## src/rtl/complex_mult_sequencer_if.sv

```systemverilog
// Butterfly-side operand/result stream of the complex multiply sequencer.
// The master drives operands and result ready; the slave is the sequencer.
interface complex_mult_sequencer_if;
    logic               in_valid;
    logic               in_ready;
    logic signed [15:0] ar;
    logic signed [15:0] ai;
    logic signed [15:0] br;
    logic signed [15:0] bi;
    logic               out_valid;
    logic               out_ready;
    logic signed [15:0] out_re;
    logic signed [15:0] out_im;
    logic               err;

    modport master (
        output in_valid, ar, ai, br, bi, out_ready,
        input  in_ready, out_valid, out_re, out_im, err
    );

    modport slave (
        input  in_valid, ar, ai, br, bi, out_ready,
        output in_ready, out_valid, out_re, out_im, err
    );
endinterface

```

## src/rtl/complex_mult_sequencer.sv

```systemverilog
// Sequences one shared pipelined Q1.15 multiplier through the four products of a complex multiply.
// Define COMPLEX_CONJ_EN to add conj_b, which multiplies by conj(b) instead of b.
module complex_mult_sequencer #(
    parameter int unsigned DONE_TIMEOUT = 15
) (
    input  logic                     clk,
    input  logic                     reset,
    complex_mult_sequencer_if.slave  bus,
`ifdef COMPLEX_CONJ_EN
    input  logic                     conj_b,
`endif
    output logic                     mul_enable,
    output logic [15:0]              mul_a,
    output logic [15:0]              mul_b,
    input  logic [15:0]              mul_product,
    input  logic                     mul_done
);
    localparam int unsigned TW = $clog2(DONE_TIMEOUT + 1);

    typedef enum logic [2:0] {IDLE, ISSUE, WAIT, COMBINE, OUTPUT} state_t;

    state_t             state, next_state;
    logic [1:0]         idx;
    logic [2:0]         done_cnt, done_cnt_next;
    logic [TW-1:0]      timer;
    logic signed [15:0] ar_q, ai_q, br_q, bi_q;
    logic signed [15:0] p [4];
    logic signed [16:0] diff, sum;
    logic               accept, issue, capture, combine, timeout;

    function automatic logic signed [15:0] sat16(input logic signed [16:0] v);
        if (v > 17'sd32767)
            return 16'sh7fff;
        else if (v < -17'sd32768)
            return 16'sh8000;
        else
            return v[15:0];
    endfunction

`ifdef COMPLEX_CONJ_EN
    function automatic logic signed [15:0] neg_sat(input logic signed [15:0] v);
        return (v == 16'sh8000) ? 16'sh7fff : -v;
    endfunction
`endif

    assign diff = $signed({p[0][15], p[0]}) - $signed({p[1][15], p[1]});
    assign sum  = $signed({p[2][15], p[2]}) + $signed({p[3][15], p[3]});

    always_ff @(posedge clk) begin
        if (reset)
            state <= IDLE;
        else
            state <= next_state;
    end

    // Control strobes; dones are only meaningful while a transaction is in flight.
    always_comb begin
        accept        = (state == IDLE) && bus.in_valid && bus.in_ready;
        issue         = (state == ISSUE);
        combine       = (state == COMBINE);
        capture       = mul_done && (done_cnt < 3'd4) &&
                        ((state == ISSUE) || (state == WAIT) || (state == COMBINE));
        done_cnt_next = done_cnt + {2'b00, capture};
        timeout       = (state == WAIT) && (done_cnt_next != 3'd4) &&
                        (timer == TW'(DONE_TIMEOUT - 1));
    end

    always_comb begin
        next_state = state;
        case (state)
            IDLE:    if (accept) next_state = ISSUE;
            ISSUE:   if (idx == 2'd3) next_state = WAIT;
            WAIT: begin
                if (done_cnt_next == 3'd4)
                    next_state = COMBINE;
                else if (timeout)
                    next_state = OUTPUT;
            end
            COMBINE: next_state = OUTPUT;
            OUTPUT:  if (bus.out_ready) next_state = IDLE;
            default: next_state = IDLE;
        endcase
    end

    always_ff @(posedge clk) begin
        if (reset) begin
            bus.in_ready  <= 1'b0;
            bus.out_valid <= 1'b0;
            bus.out_re    <= '0;
            bus.out_im    <= '0;
            bus.err       <= 1'b0;
            mul_enable    <= 1'b0;
            mul_a         <= '0;
            mul_b         <= '0;
            idx           <= '0;
            done_cnt      <= '0;
            timer         <= '0;
            ar_q          <= '0;
            ai_q          <= '0;
            br_q          <= '0;
            bi_q          <= '0;
            for (int unsigned i = 0; i < 4; i++) p[i] <= '0;
        end else begin
            bus.in_ready  <= (next_state == IDLE);
            bus.out_valid <= (next_state == OUTPUT);
            mul_enable    <= issue;
            done_cnt      <= done_cnt_next;

            if (accept) begin
                ar_q     <= bus.ar;
                ai_q     <= bus.ai;
                br_q     <= bus.br;
`ifdef COMPLEX_CONJ_EN
                bi_q     <= conj_b ? neg_sat(bus.bi) : bus.bi;
`else
                bi_q     <= bus.bi;
`endif
                bus.err  <= 1'b0;
                idx      <= '0;
                done_cnt <= '0;
                timer    <= '0;
            end

            if (issue) begin
                case (idx)
                    2'd0:    begin mul_a <= ar_q; mul_b <= br_q; end
                    2'd1:    begin mul_a <= ai_q; mul_b <= bi_q; end
                    2'd2:    begin mul_a <= ar_q; mul_b <= bi_q; end
                    default: begin mul_a <= ai_q; mul_b <= br_q; end
                endcase
                idx <= idx + 2'd1;
            end else begin
                mul_a <= '0;
                mul_b <= '0;
            end

            if (capture)
                p[done_cnt[1:0]] <= mul_product;

            if (state == WAIT)
                timer <= timer + 1'b1;

            if (timeout) begin
                bus.err    <= 1'b1;
                bus.out_re <= '0;
                bus.out_im <= '0;
            end

            if (combine) begin
                bus.out_re <= sat16(diff);
                bus.out_im <= sat16(sum);
            end
        end
    end
endmodule

```

## src/flat_wrapper.sv

```systemverilog
// flat-port wrapper written by rule: the top's interface ports become plain ports
module complex_mult_sequencer_flat 
#(
    parameter int unsigned DONE_TIMEOUT = 15
)
  (clk, reset, mul_enable, mul_a, mul_b, mul_product, mul_done, bus_in_valid, bus_ar, bus_ai, bus_br, bus_bi, bus_out_ready, bus_in_ready, bus_out_valid, bus_out_re, bus_out_im, bus_err);
  complex_mult_sequencer_if bus_i ();
  input  logic clk;
  input  logic reset;
  output logic mul_enable;
  output logic [15:0] mul_a;
  output logic [15:0] mul_b;
  input  logic [15:0] mul_product;
  input  logic mul_done;
  input wire logic [$bits(bus_i.in_valid)-1:0] bus_in_valid;
  input wire logic [$bits(bus_i.ar)-1:0] bus_ar;
  input wire logic [$bits(bus_i.ai)-1:0] bus_ai;
  input wire logic [$bits(bus_i.br)-1:0] bus_br;
  input wire logic [$bits(bus_i.bi)-1:0] bus_bi;
  input wire logic [$bits(bus_i.out_ready)-1:0] bus_out_ready;
  output wire logic [$bits(bus_i.in_ready)-1:0] bus_in_ready;
  output wire logic [$bits(bus_i.out_valid)-1:0] bus_out_valid;
  output wire logic [$bits(bus_i.out_re)-1:0] bus_out_re;
  output wire logic [$bits(bus_i.out_im)-1:0] bus_out_im;
  output wire logic [$bits(bus_i.err)-1:0] bus_err;
  assign bus_i.in_valid = bus_in_valid;
  assign bus_i.ar = bus_ar;
  assign bus_i.ai = bus_ai;
  assign bus_i.br = bus_br;
  assign bus_i.bi = bus_bi;
  assign bus_i.out_ready = bus_out_ready;
  assign bus_in_ready = bus_i.in_ready;
  assign bus_out_valid = bus_i.out_valid;
  assign bus_out_re = bus_i.out_re;
  assign bus_out_im = bus_i.out_im;
  assign bus_err = bus_i.err;
  complex_mult_sequencer #(.DONE_TIMEOUT(DONE_TIMEOUT)) u_core (.clk(clk), .reset(reset), .bus(bus_i), .mul_enable(mul_enable), .mul_a(mul_a), .mul_b(mul_b), .mul_product(mul_product), .mul_done(mul_done));
endmodule
```

## config.mk

```make
export PLATFORM = sky130hd
export DESIGN_NAME = complex_mult_sequencer_flat
export DESIGN_NICKNAME = d
export VERILOG_FILES = /design/src/rtl/complex_mult_sequencer_if.sv /design/src/rtl/complex_mult_sequencer.sv /design/src/flat_wrapper.sv
export SDC_FILE = /design/constraint.sdc
export NUM_CORES = 1
export LEC_CHECK = 0
export CORE_UTILIZATION = 45
export CTS_CLUSTER_DIAMETER = 100
export DETAILED_ROUTE_END_ITERATION = 8
export PLACE_DENSITY = 0.69
export REMOVE_ABC_BUFFERS = 1
export SLEW_MARGIN = 10
export SYNTH_ARGS = -nofsm -noshare
export SYNTH_HDL_FRONTEND = slang
export SYNTH_SLANG_ARGS = --single-unit
```

## constraint.sdc

```tcl
create_clock -name clk -period 4.6 [get_ports clk]
set_input_delay 0.92 -clock clk [delete_from_list [all_inputs] [get_ports clk]]
set_output_delay 0.92 -clock clk [all_outputs]
set_load 0.005 [all_outputs]
```

# --- Yosys cells after proc, flatten, opt, wreduce, memory -nomap -nowiden ---
# Memory sizes are Yosys's and may differ from the RTL's.
# Index checks and enable logic that the tools add are counted.
classes:
  addsub: 5
  magnitude_cmp: 5
  eq_ne: 11
  muxes: 29
  n_bitwise: 1
  n_reduce_logical: 20
op_table:
  columns: ["cell", "count"]
  rows:
  - ["16-bit two-way mux", 10]
  - ["17-bit by 16-bit greater-than comparator with 1-bit output, second input constant", 2]
  - ["17-bit by 16-bit less-than comparator with 1-bit output, second input constant", 2]
  - ["16-bit by 16-bit adder with 17-bit output", 1]
  - ["16-bit by 16-bit subtractor with 17-bit output", 1]
  - ["16-bit OR reduction", 1]
  - ["3-bit two-way mux", 5]
  - ["3-bit one-hot mux with 5 select lines", 1]
  - ["3-bit equality test, second input constant", 3]
  - ["1-bit two-way mux", 8]
  - ["4-bit two-way mux", 2]
  - ["2-bit nonzero test", 4]
  - ["2-bit OR reduction", 4]
  - ["3-bit by 2-bit equality test with 1-bit output, second input constant", 2]
  - ["1-bit logical AND", 6]
  - ["3-bit zero test", 2]
  - ["2-bit two-way mux", 3]
  - ["4-bit by 1-bit adder with 4-bit output, second input constant", 1]
  - ["2-bit equality test, second input constant", 2]
  - ["4-bit equality test, second input constant", 1]
  - ["3-bit by 1-bit adder with 3-bit output", 1]
  - ["3-bit by 1-bit equality test with 1-bit output, second input constant", 1]
  - ["3-bit less-than comparator, second input constant", 1]
  - ["3-bit inequality test, second input constant", 1]
  - ["other kinds (5)", 6]
word_totals:
  ff_bits: 144
  ram_bits: 64
  out_inout_bits: 68
  elab_cells: 88
  memories: 1
memory_table:
  columns: ["memory", "words", "width", "rd", "rd_ports_with_merged_regs", "write_ports", "line", "rtl"]
  rows:
  - ["u_core.p", 4, 16, 4, 0, 4, "complex_mult_sequencer.sv:27", "logic signed [15:0] p [4];"]

# --- Logic depth before layout (Yosys ltp) ---
# Gate-level depths: netlist of the first run.
depth:
  word_depth: 12
  depth_mapped: 13

# --- Least setup slack after synthesis of the first run ---
# Ideal clock, no wire load.
synth_timing:
  kind: "input-to-reg"
  from: "input mul_done"
  to: "register u_core.bus.out_re[9]"
  setup_ns: 0.061
  arrival_ns: 2.968
  t_required_ns: 4.539
  slack_ns: 1.571
  path_stages: 10
  path_buffers: 2
  path_cell_list: "nor4b_2 -> ha_1 -> ha_1 -> nor3_1 -> nor2_1 -> a31oi_2 -> nor2b_1 -> buf_2 -> clkbuf_1 -> a32o_1"
synth_between:
  elab_chain_cells: 7
synth_rtl:
  columns: ["item", "line", "rtl"]
  rows:
  - ["start, declared", "flat_wrapper.sv:14", "input logic mul_done;"]
  - ["1-bit logical AND (2 in series)", "complex_mult_sequencer.sv:61", "capture = mul_done && (done_cnt < 3'd4) &&"]
  - ["3-bit by 1-bit adder with 3-bit output", "complex_mult_sequencer.sv:63", "done_cnt_next = done_cnt + {2'b00, capture};"]
  - ["named net u_core.done_cnt_next[1]", "complex_mult_sequencer.sv:24", "logic [2:0] done_cnt, done_cnt_next;"]
  - ["3-bit inequality test", "complex_mult_sequencer.sv:64", "timeout = (state == WAIT) && (done_cnt_next != 3'd4) &&"]
  - ["1-bit logical AND (2 in series)", "complex_mult_sequencer.sv:64", null]
  - ["2-bit nonzero test (no line)", null, null]
  - ["end signal, assigned", "complex_mult_sequencer.sv:150", "bus.out_re <= sat16(diff);"]
  - ["end, declared", "complex_mult_sequencer_if.sv:23", "output in_ready, out_valid, out_re, out_im, err"]
# The timed path passes the listed nets, and every way through them passes these cells.
# A chain may end at the register's enable or synchronous reset.

# --- Final worst setup path of the first run ---
layout_timing:
  from: "input mul_done"
  to: "register u_core.bus.out_im[7]"
layout_between:
  elab_chain_cells: 7
layout_rtl:
  columns: ["item", "line", "rtl"]
  rows:
  - ["1-bit logical AND (2 in series)", "complex_mult_sequencer.sv:61", null]
  - ["3-bit by 1-bit adder with 3-bit output", "complex_mult_sequencer.sv:63", null]
  - ["3-bit inequality test", "complex_mult_sequencer.sv:64", null]
  - ["1-bit logical AND (2 in series)", "complex_mult_sequencer.sv:64", null]
  - ["2-bit nonzero test (no line)", null, null]
  - ["end signal, assigned", "complex_mult_sequencer.sv:151", "bus.out_im <= sat16(sum);"]
  - ["end, declared", "complex_mult_sequencer_if.sv:23", null]
# Every way passes these cells.

==> reports/metrics.cfg, run 1 <==
[route]
viasPerCell = 5.098
wl_um = 21040
final_antenna_net_count = 0
vias = 6964
wl_per_cell_um = 15.40
drt_iter0_drc = 277
drc = 0
dr.pass1.iters = 4

[place]
postPlaceCellArea_sq_mm = 0.01091
dpl.hpwl_um = 14470
place_congestion = 0.8151
io_buffer_count = 152

[power_and_ir_drop]
vdd.ir_drop.worst_v = 0.0002271
power_w = 0.004295
pwr_density_cell_mw_per_mm2 = 367.4
leakage_nw = 4.402

[sta]
tightest_slew_ps = 983.5
slew_violations = 0
fmax_ghz = 0.3097
setup_viol_count_final = 0
clock_skew_ps = 8.583
hold_violations = 0
final.min_clock_period_ps = 3229
finalCritPeriodShare_pct = 70.20
rsz0062_at_grt = no
slew_headroom_pct = 34.43
tns_ps = 0

[logic_synthesis]
synth_top_cell_by_area = dfxtp_1
ys_ff_latch = 208
synthCells = 944
synthMostInstantiatedCell = nand2_1
syn_area_sq_mm = 0.009181
async_flop_share_pct = 0
yosysSeqAreaShare_pct = 52.33
synth_area_leaders = dfxtp_1 (31%), edfxtp_1 (21%), nand2_1 (7.4%)
synth_edf_count = 64
ys_top_cells_by_count = nand2_1 (181), dfxtp_1 (144), a21oi_1 (111), and2_1 (65), edfxtp_1 (64)
ys_types = 75
synthFlopType = dfxtp_1
synth_top_area_share_pct = 31.40
postSynthAreaPerCell_sq_um = 9.726
yosysWarnings = 0

[flow_run]
cap_violations = 0

[cells_and_area]
fin_nets = 1211
synthToLayoutAreaGrowth_pct = 27.32
postLayoutCellArea_sq_mm = 0.01169
multiInputGateArea_sq_mm = 0.004058
fill_cells = 1713
diodes = 0
layout-drive-gt1-share_pct = 8.084
seq_area_sq_mm = 0.004805

[critical_path]
cp.arrival_ps = 3610
cp-end-kind = flop
critPathKind = primary input to flop
r2r_cells = 11
required_ps = 4980
critical_path.max_fanout = 22
worstSetupStartpointType = primary input

[cts]
htree_levels = 1
post-cts-setup-buffers = 0
cts_tree = yes
cts_resized = 0
clock_path_buffers = 3
root_buffer = clkbuf_16
clkLatencyLatePin_ps = 500
clock_sinks = 208
cts.clk_slew.worst_paths_ps = 60
numCtsBuffers = 23
cts.hold.buffers_added = 0

[floorplanning]
die_area_sq_mm = 0.02098
rows = 51
dieWidth_um = 144.8
core_sq_mm = 0.01972
start_util_pct = 46.56
io_pins = 153
die_h_um = 144.8

[global_routing]
grt_pass1_wl_um = 33240
grt_use_total_pct = 20.20
gr-total-overflow = 0
grt_max_degree = 91
grt_antenna_before_repair = 1
grt_pass1_vias = 6711

[min_path]
hold_path.class = flop to flop
whs_path_depth = 2

[run_status]
status = complete, no violations

[final timing paths]
check / startpoint / endpoint / slack [ps]
hold reg to reg: u_core.bus.out_re[13] / u_core.bus.out_re[13] / 450
hold / removal: u_core.bus.out_re[13] / u_core.bus.out_re[13] / 450
setup / recovery: mul_done / u_core.bus.out_im[7] / 1370
setup reg to reg: u_core.p[3][0] / u_core.bus.out_im[14] / 1440
[critical path, stage by stage]
cell             delay (ps)
clkdlybuf4s50_1         450
nor4b_2                 290
ha_1                    220
ha_1                    150
xnor2_1                 150
nor3_1                  100
nor2_1                  180
a31oi_2                 110
buf_4                   190
nor2b_2                 170
buf_4                   270
a221o_1                 380
[sequential cells by signal, summed over array words and instances (netlist names), 2 cells and up]
register	flops
u_core.p	64
u_core.ai_q	16
u_core.ar_q	16
u_core.bi_q	16
u_core.br_q	16
u_core.bus.out_im	16
u_core.bus.out_re	16
u_core.mul_a	16
u_core.mul_b	16
u_core.timer	4
u_core.done_cnt	3
u_core.state	3
u_core.idx	2
[power by group]
part | total [W] | internal, W | leakage [nW] | switching [W]
combinational | 0.000433 | 0.000194 | 2.19 | 0.000239
clock | 0.00189 | 0.00117 | 0.387 | 0.000721
sequential | 0.00197 | 0.00195 | 1.83 | 0.0000251
total | 0.00429 | 0.00331 | 4.40 | 0.000985
[final cells by class]
type | count | area share, %
Inverter | 35 | 1.124
Multi-Input combinational cell | 656 | 34.71
Tap cell | 265 | 2.836
Timing Repair Buffer | 161 | 13.55
Clock inverter | 14 | 1.456
Clock buffer | 27 | 5.223
Sequential cell | 208 | 41.10
[stage by stage]
stage / hold WS, ps / setup slack [ps] / utilization (%) / std cells
after global placement: 436.8 / 946.6 / 55.33 / 1325
after floorplan: 429.6 / 1052 / - / 899
after CTS: 449.9 / 1387 / 59.29 / 1366
final: 446.6 / 1371 / 59.29 / 1366
after global routing: 465.9 / 1211 / 59.29 / 1366
after detailed placement: 441.2 / 877.0 / 55.33 / 1325
[cell families (layout without fill, tap and decap cells)]
logic type,after synthesis,in the layout,synth area share [%]
DFF,208,208,52.33
buffers and inverters,80,237,3.584
and+or+nand+nor,365,365,19.15
adders and majority gates,41,41,5.751
xor gates and xnor gates,21,21,2.003
muxes,17,17,1.867
AOI/OAI and AO/OA,212,212,15.32
[routing by layer]
metal	up-vias	part of all wire (%)	wire [um]	GRT usage [%]
met5	-	0.062	13	0
met4	2	1.4	303	4.765
met3	24	7.4	1547	5.890
met1	3225	44	9231	25.64
li1	3536	-	-	-
met2	177	47	9939	33.76
[placed cells by master (no fill, tap or decap), drive strengths merged, types with 3 or more instances in the layout]
| cell | instances |
|---|---|
| nand4 | 3 |
| xnor2 | 15 |
| a21oi | 112 |
| or2 | 8 |
| mux2i | 16 |
| nor2b | 8 |
| inv | 35 |
| nand3 | 10 |
| nor2 | 50 |
| a211oi | 4 |
| nor3 | 13 |
| xor2 | 6 |
| and2 | 65 |
| or3 | 4 |
| a32oi | 3 |
| clkdlybuf4s50 | 151 |
| o21a | 7 |
| clkinv | 9 |
| dfxtp | 144 |
| bufinv | 4 |
| nor3b | 6 |
| a31oi | 3 |
| nand2b | 4 |
| a21o | 12 |
| o211ai | 4 |
| o21bai | 4 |
| nand2 | 182 |
| a221o | 14 |
| ha | 39 |
| clkbuf | 27 |
| edfxtp | 64 |
| o21ai | 25 |
| buf | 10 |
Power figures use the tool's default switching activity.
==> inputs of run 2 (changes only) <==
clock period = 3.1 ns   (was 4.6 ns; I/O delays follow)
==> run 2 against run 1 <==
Non-clock buffer count up 15. Die area stayed put. First-iteration DRC count up 21%. Final cell count grew 1.0%. Combinational power rose by 52%. Critical path type is now flop to flop. Critical endpoint is now u_core.bus.out_im[3]. Largest cell class unchanged. Highest routed layer is now met4.
==> reports/metrics.cfg, run 2 (synthesized netlist as in run 1, its figures left out) <==
[sta]
setup_viol_count_final = 0  ; unchanged
fmax_ghz = 0.3399
clock_skew_ps = 11.03  ; +2.449 ps
rsz0062_at_grt = no
final.min_clock_period_ps = 2942
hold_violations = 0  ; unchanged
finalCritPeriodShare_pct = 94.89
tightest_slew_ps = 967.1  ; -16.46 ps
slew_headroom_pct = 35.53  ; +1.1 points
tns_ps = 0  ; unchanged
whs_ps = 449.4  ; +2.836 ps
slew_violations = 0  ; unchanged

[global_routing]
gr-total-overflow = 0  ; unchanged
grt_max_degree = 66  ; -27%
grt_pass1_vias = 6839  ; +1.9%
grt_pass1_wl_um = 33640  ; +1.2%
grt_antenna_before_repair = 0  ; -1
grt_use_total_pct = 20.21  ; about the same

[route]
drt_iter0_drc = 334  ; +21%
vias = 7079  ; +1.7%
viasPerCell = 5.130  ; +0.62%
wl_um = 20770  ; -1.3%
drc = 0  ; unchanged
final_antenna_net_count = 0  ; unchanged
dr.pass1.iters = 5  ; +1
wl_per_cell_um = 15.05  ; -2.3%

[critical_path]
cp.arrival_ps = 3370  ; -240 ps
r2r-start = u_core.p[3][0]
r2r_cells = 11  ; unchanged
cp-end-kind = flop
critical_path.max_fanout = 14  ; -36%
worst_path_most_repeated_cell = o21ai_2
path_cells = ha_1 -> inv_1 -> fa_1 -> and2b_1 -> o31a_2 -> o21ai_2 -> o21a_2 -> o21ai_2 -> or4b_4 -> a21boi_4 -> a221o_1
critical_path.top_delay_family = compound AO/OA/AOI/OAI gates
worstSetupStartpointType = flop
worst_path_largest_cell_delay_ps = 500  ; +50 ps
crit_slowest_cell = or4b_4
rrSetupSlack_ps = 160  ; -1280 ps
critPathKind = flop to flop
crit_buf_inv = 1  ; -2
rr_endpoint = u_core.bus.out_im[3]
required_ps = 3530  ; -1450 ps

[min_path]
hold_path.class = flop to flop
holdPathEnd = u_core.bus.out_re[4]
whs_path_depth = 2  ; unchanged
min-delay-start = u_core.bus.out_re[4]

[power_and_ir_drop]
leakage_nw = 4.490  ; +2.0%
comb_power_share_pct = 10.2  ; about the same
power_w = 0.006413  ; +49%
p_switching_w = 0.001424  ; +45%
vdd.ir_drop.worst_v = 0.0004052  ; +78%
intPower_w = 0.004990  ; +51%
sw_frac_of_total_pct = 22.20  ; -0.73 points
clkPwrFrac_pct = 44.2  ; +0.2 points
pwr_density_cell_mw_per_mm2 = 542.0  ; +48%
seqPwrFrac_pct = 45.6  ; -0.3 points

[cts]
cts_tree = yes
clock_path_buffers = 3  ; unchanged
htree_levels = 1  ; unchanged
clkLatencyLatePin_ps = 490  ; about the same
numCtsBuffers = 23  ; unchanged
cts.clk_slew.worst_paths_ps = 60  ; about the same
root_buffer = clkbuf_16
clock_sinks = 208  ; unchanged
cts.hold.buffers_added = 0  ; unchanged

[cells_and_area]
fill_cells = 1686  ; -1.6%
layout_common_cells = nand2_1 (181), clkdlybuf4s50_1 (151), dfxtp_1 (144)
final_common_cell = nand2_1
finish.utilization_pct = 60.01  ; +0.72 points
largest_reg_flops = 64  ; unchanged
postLayoutCellArea_sq_mm = 0.01183  ; +1.2%
fin_nets = 1226  ; +1.2%
layout-drive-gt1-share_pct = 9.148  ; +1.1 points
diodes = 0  ; unchanged
largest-register = u_core.p
synthToLayoutAreaGrowth_pct = 28.88

[floorplanning]
die_area_sq_mm = 0.02098  ; unchanged
core_sq_mm = 0.01972  ; unchanged
rows = 51  ; unchanged
die_h_um = 144.8  ; unchanged
dieWidth_um = 144.8  ; unchanged
start_util_pct = 46.56  ; unchanged
io_pins = 153  ; unchanged

[run_status]
status = complete, no violations

[flow_run]
cap_violations = 0  ; unchanged

[place]
dpl.hpwl_um = 14470  ; about the same
postPlaceCellArea_sq_mm = 0.01101  ; +0.94%
place_congestion = 0.8312  ; +2.0%
io_buffer_count = 152  ; unchanged

## run 2: cell types whose count changed in the layout (fill, tap and decap cells not counted), sizes merged
cell      delta
buf         +15
clkinvlp     -1
clkinv       -4
clkbuf       +4
## run 2: metrics by stage
step	setup slack (ps)	cells
after global routing	11.89	1380
after detailed placement	49.52	1337
after global placement	121.0	1337
final	158.4	1380
after CTS	25.70	1377
after floorplan	-147.5	899
## run 2: worst max-delay path by stage
| stage | from | endpoint | slack (ps) | cells past startpoint |
|---|---|---|---|---|
| 2_1_floorplan | bus_in_valid | u_core.idx[0] | -150 | 5 |
| 3_3_place_gp | u_core.p[3][0] | u_core.bus.out_im[14] | 120 | 11 |
| 3_5_place_dp | u_core.p[3][0] | u_core.bus.out_im[14] | 50 | 11 |
| 4_1_cts | u_core.p[3][0] | u_core.bus.out_im[14] | 30 | 11 |
| 5_1_grt | u_core.p[2][0] | u_core.bus.out_im[3] | 10 | 11 |
| 6_report | u_core.p[3][0] | u_core.bus.out_im[3] | 160 | 11 |
## run 2: power groups by stage
| stage | Sequential, W | Clock, W | Combinational [W] |
|---|---|---|---|
| global placement | 0.00298 | 0 | 0.000653 |
| global route | 0.00293 | 0.00300 | 0.000729 |
| finish | 0.00292 | 0.00283 | 0.000656 |
| detailed placement | 0.00298 | 0 | 0.000658 |
| floorplan | 0.00297 | 0 | 0.000385 |
| CTS | 0.00292 | 0.00290 | 0.000661 |
## run 2: area by class of cell
type,instances,area [sq um],share of cell area (%)
inverters,35,131.4,1.110
clock inverters,9,142.6,1.205
multi-input cells,656,4058,34.29
clock buffers,31,655.6,5.541
flip-flops and latches,208,4805,40.60
well taps,265,331.6,2.802
repair buffers,176,1709,14.44
## run 2: timing repair
action                                  4_1_cts  5_1_grt
endpoints found under the setup margin        0       15
endpoints found under the hold margin         0        0
resized for setup                             0        0
setup buffers                                 0        3
## run 2: metal layers
metal / global-route usage [%] / vias up / wire (um) / part of all wire (%)
met2: 33.12 / 174 / 9542 / 46
met3: 5.100 / 28 / 1402 / 6.8
met4: 4.875 / 0 / 367 / 1.8
met5: 0 / - / 0 / 0
li1: - / 3571 / - / -
met1: 26.65 / 3306 / 9453 / 46
## run 2: worst min-delay path, stage by stage (launching register included)
cell and delay [ps]:
dfxtp_1 310, nand2_1 50, o21ai_1 50
==> inputs of run 3 (changes only) <==
CORE_MARGIN = 2   (was unset)
CTS_CLUSTER_SIZE = 16   (was unset)
==> run 3 against run 2 <==
Via count fell by 0.21%. Fmax rose by 1.2%. Routed wire length rose by 0.82%. Hold slack got worse by 1.0 ps. Final cell count fell by 0.65%. Critical path depth did not move. Combinational power rose by 0.8%. Critical path type unchanged. Largest cell class unchanged. Largest power group unchanged. Highest routed layer unchanged.
==> reports/metrics.cfg, run 3 (synthesized netlist as in run 1, its figures left out) <==
[run_status]
status = complete, no violations

[cts]
root_buffer = clkbuf_16
clock_path_buffers = 3  ; unchanged
htree_levels = 1  ; unchanged
clkLatencyLatePin_ps = 470  ; -20 ps
cts_tree = yes
cts_resized = 0  ; unchanged
numCtsBuffers = 16  ; -30%
clock_sinks = 208  ; unchanged
cts.clk_slew.worst_paths_ps = 80  ; +20 ps

[cells_and_area]
layout_common_cells = nand2_1 (181), clkdlybuf4s50_1 (151), dfxtp_1 (144)
finish.utilization_pct = 57.30  ; -2.7 points
layout-drive-gt1-share_pct = 7.811  ; -1.3 points
fin_nets = 1221  ; -0.41%
synthToLayoutAreaGrowth_pct = 25.47
largest_reg_flops = 64  ; unchanged
final_common_cell = nand2_1
diodes = 0  ; unchanged
largest-register = u_core.p

[place]
dpl.hpwl_um = 14820  ; +2.4%
io_buffer_count = 152  ; unchanged
dp_slack_ps = 51.27  ; +1.752 ps
place_congestion = 0.8168  ; -1.7%

[floorplanning]
rows = 52  ; +2.0%
core_sq_mm = 0.02010  ; +2.0%
die_area_sq_mm = 0.02156  ; +2.8%
start_util_pct = 45.67  ; -0.90 points
io_pins = 153  ; unchanged
die_h_um = 146.8  ; +1.4%
dieWidth_um = 146.8  ; +1.4%

[sta]
clock_skew_ps = 12.70  ; +1.665 ps
slew_headroom_pct = 57.85  ; +22 points
rsz0062_at_grt = no
hold_violations = 0  ; unchanged
fmax_ghz = 0.3441  ; +1.2%
tightest_slew_ps = 627.5  ; -339.6 ps
setup_viol_count_final = 0  ; unchanged
slew_violations = 0  ; unchanged
tns_ps = 0  ; unchanged
final.min_clock_period_ps = 2906  ; -35.28 ps
finalCritPeriodShare_pct = 93.75  ; -1.1 points
setup_slack_ps = 193.6  ; +35.28 ps

[route]
final_antenna_net_count = 0  ; unchanged
wl_um = 20940  ; +0.82%
vias = 7064  ; -0.21%
viasPerCell = 5.152  ; +0.44%
wl_per_cell_um = 15.27  ; +1.5%
dr.pass1.iters = 5  ; unchanged
drc = 0  ; unchanged
drt_iter0_drc = 287  ; -14%

[critical_path]
path_cells = ha_1 -> inv_1 -> fa_1 -> and2b_1 -> o31a_2 -> o21ai_2 -> o21a_2 -> o21ai_2 -> or4b_4 -> a21boi_4 -> a221o_1
critical_path.top_delay_family = compound AO/OA/AOI/OAI gates
worst_path_most_repeated_cell = o21ai_2
critPathKind = flop to flop
worst_path_largest_cell_delay_ps = 500  ; about the same
critical_path.max_fanout = 14  ; unchanged
worstSetupStartpointType = flop
cp.arrival_ps = 3330  ; -40 ps
cp-end-kind = flop
required_ps = 3520  ; about the same
crit_buf_inv = 1  ; unchanged
crit_slowest_cell = or4b_4

[global_routing]
grt_use_total_pct = 19.26  ; -0.96 points
use_met3_pct = 5.311  ; +0.21 points
gr-total-overflow = 0  ; unchanged
grt_pass1_wl_um = 34090  ; +1.3%
busiest_layer = met2
grt_max_degree = 37  ; -44%
grt_antenna_before_repair = 0  ; unchanged
grt_pass1_vias = 6866  ; +0.39%
grt_util_met1_pct = 25.37  ; -1.3 points
grt_use_met2_pct = 31.34  ; -1.8 points

[power_and_ir_drop]
pwr_density_cell_mw_per_mm2 = 477.3  ; -12%
vdd.ir_drop.worst_v = 0.0003810  ; -6.0%
leakage_nw = 4.328  ; -3.6%

[flow_run]
cap_violations = 0  ; unchanged

[min_path]
hold_path.class = flop to flop

==> run 3: cell count changes in the layout (fill, tap and decap cells not counted) <==
cell,change
clkbuf_1,+4
clkinv_2,-3
clkbuf_8,-5
clkinv_1,-2
buf_4,+1
clkbuf_16,-6
bufinv_16,-4
buf_12,+1
==> run 3: path summary, 6_finish.rpt <==
| path | startpoint | to | slack [ps] | depth (start not counted) |
|---|---|---|---|---|
| setup reg to reg | u_core.p[3][0] | u_core.bus.out_im[2] | 190 | 11 |
| hold reg to reg | u_core.bus.out_re[11] | u_core.bus.out_re[11] | 450 | 2 |
| setup / recovery | u_core.p[3][0] | u_core.bus.out_im[2] | 190 | 11 |
| hold / removal | u_core.bus.out_re[11] | u_core.bus.out_re[11] | 450 | 2 |
==> run 3: power breakdown <==
group,leakage (nW),internal (W),switching (W),total [W]
Clock,0.218,0.00100,0.000912,0.00192
Sequential,1.83,0.00288,0.0000371,0.00292
Combinational,2.28,0.000302,0.000359,0.000661
Total,4.33,0.00419,0.00131,0.00550
==> run 3: what timing repair did <==
action                                  CTS  global route
buffers inserted                          0             3
endpoints found under the setup margin    0            15
hold buffers                              0             0
==> run 3: per-stage QoR <==
| stage | hold WS [ps] | std cells | cell area, sq um | total power [W] |
|---|---|---|---|---|
| 6_report | 448.4 | 1371 | 11520 | 0.005498 |
| 3_5_place_dp | 441.6 | 1344 | 11050 | 0.003647 |
| 5_1_grt | 473.2 | 1371 | 11520 | 0.005737 |
| 4_1_cts | 452.4 | 1368 | 11500 | 0.005560 |
| 3_3_place_gp | 437.5 | 1344 | 11050 | 0.003642 |
| 2_1_floorplan | 429.6 | 899 | 8984 | 0.003359 |
==> run 3: routing by layer <==
| layer | part of all wire [%] | wire length [um] |
|---|---|---|
| met2 | 46 | 9680 |
| met1 | 44 | 9274 |
| met3 | 7.4 | 1558 |
| met4 | 2.0 | 423 |
| met5 | 0 | 0 |
==> run 3: final cells by class <==
type	count	area, sq um
inverters	35	131.4
fillers	1780	8584
clock buffers	24	451.7
flip-flops and latches	208	4805
well taps	270	337.8
repair buffers	178	1737
multi-input cells	656	4058
==> run 3: tightest hold or removal path: cells and delay by family (launching register included) <==
family | cells | cell delay (ps)
simple gates | 1 | 50
flops | 1 | 310
compound gates | 1 | 50
